### config.mk
export PLATFORM = sky130hd
export DESIGN_NAME = lshift_rot_seq
export DESIGN_NICKNAME = d
export VERILOG_FILES = /design/src/rtl/lshift_rot_seq.sv
export SDC_FILE = /design/constraint.sdc
export NUM_CORES = 1
export LEC_CHECK = 0
export ABC_AREA = 1
export CAP_MARGIN = 25
export CORE_MARGIN = 1.5
export CORE_UTILIZATION = 65
export DETAILED_ROUTE_END_ITERATION = 10
export DONT_BUFFER_PORTS = 1
export GPL_TIMING_DRIVEN = 0
export PLACE_DENSITY = 0.91
export RECOVER_POWER = 100
export SYNTH_ARGS = -nofsm -noshare
export SYNTH_HDL_FRONTEND = slang
export SYNTH_SLANG_ARGS = --single-unit
### constraint.sdc
create_clock -name clk -period 2.2 [get_ports clk]
set_input_delay 0.55 -clock clk [delete_from_list [all_inputs] [get_ports clk]]
set_output_delay 0.55 -clock clk [all_outputs]
set_load 0.01 [all_outputs]
### src/rtl/lshift_rot_seq.sv
// lshift_rot_seq: sequential 32-bit left shifter / rotator.
// Captures an operand, a 5-bit amount and a shift/rotate select on start,
// then applies one binary-weighted left stage (1, 2, 4, 8, 16) per clock.
// The result appears on y together with a one-cycle done pulse, at a fixed
// latency of 6 cycles from the accepting edge.
module lshift_rot_seq #(
    parameter int WIDTH  = 32,
    parameter int STAGES = 5
) (
    input  logic              clk,
    input  logic              rst,
    input  logic              start,
    input  logic              shift_rot,
    input  logic [STAGES-1:0] r,
    input  logic [WIDTH-1:0]  x,
    output logic              busy,
    output logic              done,
    output logic [WIDTH-1:0]  y
);

    localparam int STG_W = $clog2(STAGES);

    typedef enum logic [1:0] {
        IDLE = 2'd0,
        RUN  = 2'd1,
        DONE = 2'd2
    } state_t;

    state_t            state;
    state_t            state_next;

    logic [WIDTH-1:0]  acc;
    logic [WIDTH-1:0]  stage_out;
    logic [WIDTH-1:0]  acc_step;
    logic [STAGES-1:0] amt_q;
    logic              mode_q;
    logic [STG_W-1:0]  stg;

    logic              accept;
    logic              last_stage;

    // A new request is taken only when the unit is not mid-operation.
    assign accept     = start && ((state == IDLE) || (state == DONE));
    assign last_stage = (stg == STG_W'(STAGES - 1));

    // State register; rst is synchronous and overrides any start.
    always_ff @(posedge clk) begin
        // NOTE: sequential state uses non-blocking assignments so every
        // register samples pre-edge values, independent of statement order.
        if (rst) begin
            state <= IDLE;
        end else begin
            state <= state_next;
        end
    end

    // Next-state decode.
    always_comb begin
        // NOTE: default assignment first so no path leaves state_next
        // unassigned, which would otherwise infer a latch.
        state_next = state;
        unique case (state)
            IDLE: if (accept) state_next = RUN;
            RUN:  if (last_stage) state_next = DONE;
            DONE: state_next = accept ? RUN : IDLE;
            default: state_next = IDLE;
        endcase
    end

    // Status outputs decoded directly from the state.
    always_comb begin
        busy = 1'b0;
        done = 1'b0;
        unique case (state)
            RUN:  busy = 1'b1;
            DONE: done = 1'b1;
            default: ;
        endcase
    end

    // One left stage of weight 2^stg: zero fill for shift, wrap for rotate.
    always_comb begin
        stage_out = acc;
        for (int s = 0; s < STAGES; s++) begin
            if (stg == STG_W'(s)) begin
                if (mode_q) begin
                    stage_out = (acc << (1 << s)) | (acc >> (WIDTH - (1 << s)));
                end else begin
                    stage_out = acc << (1 << s);
                end
            end
        end
        acc_step = amt_q[stg] ? stage_out : acc;
    end

    // Datapath: operand capture, per-stage update and result register.
    always_ff @(posedge clk) begin
        if (rst) begin
            acc    <= '0;
            amt_q  <= '0;
            mode_q <= 1'b0;
            stg    <= '0;
            y      <= '0;
        end else if (accept) begin
            acc    <= x;
            amt_q  <= r;
            mode_q <= shift_rot;
            stg    <= '0;
        end else if (state == RUN) begin
            acc <= acc_step;
            if (last_stage) begin
                stg <= '0;
                y   <= acc_step;
            end else begin
                stg <= stg + STG_W'(1);
            end
        end
    end

endmodule

==> reports/metrics.cfg, run 1 <==
[logic_synthesis]
gate_count_of_the_mapped_netlist = 988
synth_fa_ha_area_frac = 0.0114
synth.mux.area_fraction = 0
share_of_the_synthesized_area_in_compound_gates_ao_oa_aoi_oai = 0.186
yosys.area_share.xor_xnor = 0
yosys_register_bits = 75
post_synth.cell_area_avg_um2 = 5.58
mappedNetlistNets = 1034
synthesis.area_um2 = 5510
synth_top_family_by_area = simple AND/OR/NAND/NOR gates
yosys_warnings = 0
yosysUniqueCellTypes = 23
post_synthesis_share_of_cell_area_spent_on_and_or_nand_and_nor_gates = 0.374
synth_sequential_area_ratio = 0.273

[route]
drt.antenna.violating_nets = 0
dr.pass1.iters = 8
vias = 6728
post-route-drc-count = 0
detailedRoute.firstIterationViolations = 869
postRouteWirelength_mm = 20.3
viasPerCell = 6.06
wl_per_cell_um = 18.2

[critical_path]
critical_path_at_ns = 2.44
critical_path_peak_fanout = 10
critical_path.startpoint_type = flop
timing.critical_path.buf_inv = 3
worst_path_largest_cell_delay_ns = 0.35
critical_path_class = flop to flop
cp_top_family = simple AND/OR/NAND/NOR gates
crit_path_cell_trace = inv_2, ha_1, inv_1, nor2_1, clkbuf_2, nand2_1, nand3_1, nand2_1, nand2_1, nand2_1, nand2_1, nand2_1, a21oi_1
worst_path_max_delay_cell = sky130_fd_sc_hd__dfxtp_2
worstSetupEndpointType = flop
crit_path_frequent_cell = sky130_fd_sc_hd__nand2_1
critical_path_required_ns = 2.49

[global_routing]
number_of_global_route_vias_before_repair = 5886
global_route.usage.total = 0.452
overflow = 0
pin_count_of_the_biggest_net_entering_global_routing = 14
grt_antenna_before_repair = 0
grt_first_pass_wirelength_mm = 30.5

[sta]
timing.final.crit_period_ns = 2.15
finClkSkew_ns = 0.00866
setup_viol = 0
max-slew-margin-rel = 0.555
fin_ws_ns = 0.0528
maxSlewViolCount = 0
timing_hold_violations_final = 0
max_freq_mhz = 466
timing.final.crit_share = 0.976
grt_setup_unrepaired = no
worst_pin_slew_ns = 0.668

[clocking]
htree_num_levels = 3
clock_insertion_delay_worst_skew_ns = 0.36
cts_buf_count = 9
cts_root_buffer = sky130_fd_sc_hd__clkbuf_8
cts_tree = built
clock-sinks = 75
post_cts_hold_buffer_count = 0
cts_max_path_buffers = 2
worst_setup_hold_path_clk_slew_ns = 0.09

[status]
run_status = finished, final reports clean

[pwr]
power_report.internal_total_mw = 2.43
pwr_density_cell_nw_per_um2 = 661
total_leakage_power_nw = 2.85
power_switching_share = 0.383
seqPwrFrac = 0.380
p_sw_mw = 1.51
combinationalPowerShare = 0.308
clock_network_power_share = 0.312
irDropWorstVdd_uv = 347

[place]
pre_cts_slack_ns = -0.283
port_buffers = 0
post-dp-hpwl_mm = 14.6
dpl_cell_area_um2 = 5640
replace_congestion = 1.08

[floorplanning]
fp-row-count = 33
pin_count = 75
floorplan.initialDensity = 0.670
die_y_um = 95.1
dieArea_um2 = 9040
fp.dieW_um = 95.1
core-area_um2 = 8220

[final_layout]
final_net_count = 1048
post-route-cell-area_um2 = 5950
syn_to_final_growth_pct = 7.99
n_antenna_cell = 0
final_core_utilization = 0.724
drive_gt1_frac = 0.0775
n_fill_cell = 763

[job]
drv_cap = 0

[hold_path]
hold_class = input pin to flop

==> synth_stat cells <==
master                     number  area, µm²
sky130_fd_sc_hd__nand2_1      302       1130
sky130_fd_sc_hd__nand3_1      107        536
sky130_fd_sc_hd__buf_6          7       78.8
sky130_fd_sc_hd__o21ai_0      104        521
sky130_fd_sc_hd__dfxtp_1       75       1500
sky130_fd_sc_hd__and2_1         1       6.26
sky130_fd_sc_hd__a31oi_1        5       31.3
sky130_fd_sc_hd__nor2_1        84        315
sky130_fd_sc_hd__nor2_4         3       33.8
sky130_fd_sc_hd__a21oi_1       83        415
sky130_fd_sc_hd__o21ai_1       11       55.1
sky130_fd_sc_hd__nand4_1        1       6.26
sky130_fd_sc_hd__inv_1        132        495
sky130_fd_sc_hd__nand2_2        4       25.0
sky130_fd_sc_hd__inv_4          1       6.26
sky130_fd_sc_hd__nor3_1         1       5.00
sky130_fd_sc_hd__ha_1           5       62.6
sky130_fd_sc_hd__clkbuf_1      27        101
sky130_fd_sc_hd__inv_2          5       18.8
sky130_fd_sc_hd__buf_4          5       37.5
sky130_fd_sc_hd__clkbuf_2       2       10.0
sky130_fd_sc_hd__buf_1          1       3.75
sky130_fd_sc_hd__buf_2         22        110
==> power groups by stage <==
stage / clock network (mW) / registers [mW] / logic, mW
after floorplan: 0 / 1.50 / 0.824
after global placement: 0 / 1.52 / 1.12
after detailed placement: 0 / 1.52 / 1.13
after CTS: 1.21 / 1.49 / 1.14
after global routing: 1.27 / 1.50 / 1.32
final: 1.23 / 1.50 / 1.21
==> registers in the layout (all words and copies together) (netlist names) <==
name,cells
y,32
acc,32
mode_q,1
amt_q,5
state,2
stg,3
==> metrics by stage <==
step / hold slack, ns / setup TNS [ns] / power (mW) / std cells
global route: 0.372 / 0 / 4.09 / 1111
floorplan: 0.455 / 0 / 2.32 / 988
detailed placement: 0.475 / -7.11 / 2.65 / 1093
global placement: 0.465 / -5.58 / 2.64 / 1093
CTS: 0.359 / 0 / 3.84 / 1108
finish: 0.357 / 0 / 3.93 / 1111
==> per-layer routing <==
metal,vias to the layer above,GRT usage,part of all wire
li1,3136,-,-
met1,2975,0.563,0.37
met2,517,0.704,0.44
met3,100,0.110,0.12
met4,0,0.269,0.065
met5,-,0,0
==> worst register-to-register path, stage by stage (launching register included) <==
cell and delay (ns):
sky130_fd_sc_hd__dfxtp_2 0.35, sky130_fd_sc_hd__inv_2 0.09, sky130_fd_sc_hd__ha_1 0.19, sky130_fd_sc_hd__inv_1 0.05, sky130_fd_sc_hd__nor2_1 0.29, sky130_fd_sc_hd__clkbuf_2 0.33
sky130_fd_sc_hd__nand2_1 0.10, sky130_fd_sc_hd__nand3_1 0.11, sky130_fd_sc_hd__nand2_1 0.06, sky130_fd_sc_hd__nand2_1 0.06, sky130_fd_sc_hd__nand2_1 0.04, sky130_fd_sc_hd__nand2_1 0.22
sky130_fd_sc_hd__nand2_1 0.08, sky130_fd_sc_hd__a21oi_1 0.11
==> cell usage in the layout, fill, tap and decap left out, types with 3 or more instances in the layout <==
cell,n
sky130_fd_sc_hd__a21oi_1,81
sky130_fd_sc_hd__nor2_1,84
sky130_fd_sc_hd__buf_4,6
sky130_fd_sc_hd__a31oi_1,5
sky130_fd_sc_hd__inv_2,5
sky130_fd_sc_hd__o21ai_0,107
sky130_fd_sc_hd__dfxtp_1,73
sky130_fd_sc_hd__inv_1,131
sky130_fd_sc_hd__o21ai_1,7
sky130_fd_sc_hd__ha_1,5
sky130_fd_sc_hd__clkbuf_1,26
sky130_fd_sc_hd__nand3_1,107
sky130_fd_sc_hd__buf_6,13
sky130_fd_sc_hd__clkbuf_8,9
sky130_fd_sc_hd__nand2_2,6
sky130_fd_sc_hd__nor2_4,3
sky130_fd_sc_hd__buf_2,17
sky130_fd_sc_hd__nand2_1,299
sky130_fd_sc_hd__clkbuf_4,3
==> cell type report <==
| type | count | area (µm²) | share of cell area |
|---|---|---|---|
| clock inverters | 6 | 90.1 | 0.0151 |
| well taps | 105 | 131 | 0.0221 |
| multi-input cells | 711 | 3170 | 0.533 |
| plain buffers | 64 | 388 | 0.0652 |
| clock buffers | 9 | 124 | 0.0208 |
| repair buffers | 3 | 18.8 | 0.00315 |
| flip-flops and latches | 75 | 1500 | 0.253 |
| inverters | 138 | 524 | 0.0881 |
==> kinds of logic (layout without fill, tap and decap cells) <==
family / count (synthesis) / after routing
buffers and inverters: 202 / 220
DFF: 75 / 75
AOI/OAI and AO/OA: 203 / 203
and+or+nand+nor: 503 / 503
adders and majority gates: 5 / 5
==> path summary, 6_finish.rpt <==
check	from	to	slack, ns	cells past startpoint
worst min-delay path	r[1]	amt_q[1]	0.36	2
worst max register to register	stg[1]	acc[8]	0.05	13
worst max-delay path	stg[1]	acc[8]	0.05	13
worst min register to register	amt_q[1]	amt_q[1]	0.49	2
==> repair_timing <==
item                       4_1_cts  5_1_grt
cloned                           0        0
pin swaps                        0        1
setup buffers                    0        3
setup endpoints to repair       49       57
resized for setup                9       28
Power figures use the tool's default switching activity.
==> run 2, diff against run 1 <==
- CORE_MARGIN: 1.5 -> not set
==> run 2 against run 1 <==
Net effect: sequential power about the same; hold slack got worse by 0.0075 ns; die area decreased by 2.1%; non-clock buffer count increased by 1; worst setup slack improved by 0.020 ns; sequential share of layout area barely moved; total power rose by 0.29%; critical endpoint is now acc[22].
==> reports/metrics.cfg, run 2 (synthesis results as in run 1) <==
[status]
run_status = finished, final reports clean

[clocking]
cts_tree = built
cts_max_path_buffers = 2  ; unchanged
cts_root_buffer = sky130_fd_sc_hd__clkbuf_8
post_cts_hold_buffer_count = 0  ; unchanged
cts_buf_count = 9  ; unchanged
htree_num_levels = 3  ; unchanged
clock-sinks = 75  ; unchanged
clock_insertion_delay_worst_skew_ns = 0.38  ; +0.02 ns
worst_setup_hold_path_clk_slew_ns = 0.09  ; about the same

[sta]
timing_hold_violations_final = 0  ; unchanged
worst_pin_slew_ns = 0.765  ; +0.0979 ns
timing.final.crit_share = 0.967  ; -0.00922
timing.final.crit_period_ns = 2.13  ; -0.0203 ns
max_freq_mhz = 470  ; +0.95%
grt_setup_unrepaired = yes
finClkSkew_ns = 0.0115  ; +0.00284 ns
holdWs_ns = 0.350  ; -0.00754 ns
maxSlewViolCount = 0  ; unchanged
max-slew-margin-rel = 0.490  ; -0.0652
setup_viol = 0  ; unchanged

[final_layout]
post-route-cell-area_um2 = 5950  ; about the same
final_net_count = 1049  ; +0.095%
largest_registers = acc (32), y (32), amt_q (5)
final_core_utilization = 0.724  ; about the same
n_antenna_cell = 0  ; unchanged
mostFrequentLayoutCell = sky130_fd_sc_hd__nand2_1
layout_common_cells = sky130_fd_sc_hd__nand2_1 (299), sky130_fd_sc_hd__inv_1 (132), sky130_fd_sc_hd__nand3_1 (107)
drive_gt1_frac = 0.0765  ; -0.00107
syn_to_final_growth_pct = 8.04  ; about the same

[global_routing]
overflow = 0  ; unchanged
grt_first_pass_wirelength_mm = 30.4  ; -0.31%
pin_count_of_the_biggest_net_entering_global_routing = 14  ; unchanged
grt_antenna_before_repair = 0  ; unchanged
global_route.usage.total = 0.466  ; +0.0133
number_of_global_route_vias_before_repair = 5799  ; -1.5%

[route]
topRoutingLayerUsed = met4
dr.pass1.iters = 9  ; +1
viasPerCell = 6.12  ; +1.1%
wl_met3_mm = 2.59  ; +4.6%
drt.antenna.violating_nets = 0  ; unchanged
vias = 6810  ; +1.2%
detailedRoute.firstIterationViolations = 940  ; +8.2%
met1_length_mm = 7.64  ; +1.1%
postRouteWirelength_mm = 20.6  ; +1.5%
detailroute.wirelength.met2_mm = 8.86  ; -0.49%
wl_per_cell_um = 18.5  ; +1.4%
post-route-drc-count = 0  ; unchanged

[place]
port_buffers = 0  ; unchanged
dpl_cell_area_um2 = 5640  ; unchanged
post-dp-hpwl_mm = 14.8  ; +1.6%
replace_congestion = 1.07  ; -0.89%

[hold_path]
hold_class = input pin to flop

[pwr]
irDropWorstVdd_uv = 397  ; +14%
pwr_density_cell_nw_per_um2 = 663  ; +0.25%
total_leakage_power_nw = 2.88  ; +1.0%

[floorplanning]
floorplan.initialDensity = 0.670  ; unchanged
core-area_um2 = 8220  ; unchanged
die_y_um = 94.1  ; -1.1%
dieArea_um2 = 8850  ; -2.1%
fp.dieW_um = 94.1  ; -1.1%
pin_count = 75  ; unchanged
fp-row-count = 33  ; unchanged

[critical_path]
crit_path_frequent_cell = sky130_fd_sc_hd__inv_1
timing.critical_path.buf_inv = 4  ; +1
critical_path_peak_fanout = 10  ; unchanged
cp_top_family = buffers and inverters
worst_path_max_delay_cell = sky130_fd_sc_hd__clkbuf_1
crit_path_cell_trace = inv_1, nor2_4, inv_1, nand2_1, clkbuf_1, o21ai_0, inv_1, a21oi_1
critical_path.startpoint_type = flop
critical_path_required_ns = 2.43  ; -0.06 ns
worstSetupEndpointType = flop
critical_path_at_ns = 2.36  ; -0.08 ns
worst_path_largest_cell_delay_ns = 0.42  ; +0.07 ns
critical_path_class = flop to flop

[job]
drv_cap = 0  ; unchanged

==> run 2: cell types whose count changed in the layout (fill, tap and decap cells not counted), sizes merged <==
cell | previous run | this run
inv | 138 | 140
buf | 36 | 38
clkbuf | 40 | 39
clkinvlp | 2 | 0
==> run 2: per-stage QoR <==
stage / total power, mW / std cells / setup TNS (ns) / worst slack [ns]
after floorplan: 2.32 / 988 / 0 / 0.263
after global placement: 2.64 / 1093 / -6.47 / -0.257
after detailed placement: 2.65 / 1093 / -7.49 / -0.282
after CTS: 3.84 / 1108 / 0 / 0.0191
after global routing: 4.07 / 1112 / -0.0391 / -0.0241
final: 3.94 / 1112 / 0 / 0.0730
==> run 2: what timing repair did <==
action	CTS	global route
resized for setup	11	22
pin swaps	0	1
setup buffers	0	4
endpoints found under the setup margin	55	53
==> run 2: worst register-to-register path: cells and delay by family, from the launching register on <==
kind	cells	cell delay (ns)
buffers and inverters	4	0.82
and+or+nand+nor	2	0.60
DFF	1	0.33
AOI/OAI and AO/OA	2	0.24
==> run 2: layout make-up <==
class	count	area, µm²
sequential	75	1500
buffer	64	399
multi-input combinational	711	3150
clock buffer	9	124
clock inverter	6	87.6
tap	105	131
timing repair buffer	4	30.0
fill	770	2260
inverter	138	523
==> run 2: final timing paths <==
| path | startpoint | endpoint | slack (ns) | cells past startpoint |
|---|---|---|---|---|
| hold reg to reg | amt_q[1] | amt_q[1] | 0.49 | 2 |
| hold / removal | r[4] | amt_q[4] | 0.35 | 2 |
| setup reg to reg | state[0] | acc[22] | 0.07 | 8 |
| setup / recovery | state[0] | acc[22] | 0.07 | 8 |
==> run 2: where the power goes <==
group	internal [mW]	switching, mW
Combinational	0.363	0.849
Clock	0.638	0.601
Sequential	1.43	0.0674
==> run 2: routing by layer <==
metal / global-route usage / vias to the layer above
met5: 0 / -
met4: 0.301 / 0
met3: 0.0858 / 112
met2: 0.722 / 548
met1: 0.589 / 3012
li1: - / 3138
==> run 3, diff against run 2 <==
- CAP_MARGIN: 25 -> 30
==> results of run 3 <==
No change in the layout: final DEF, timing and power equal those of run 2.
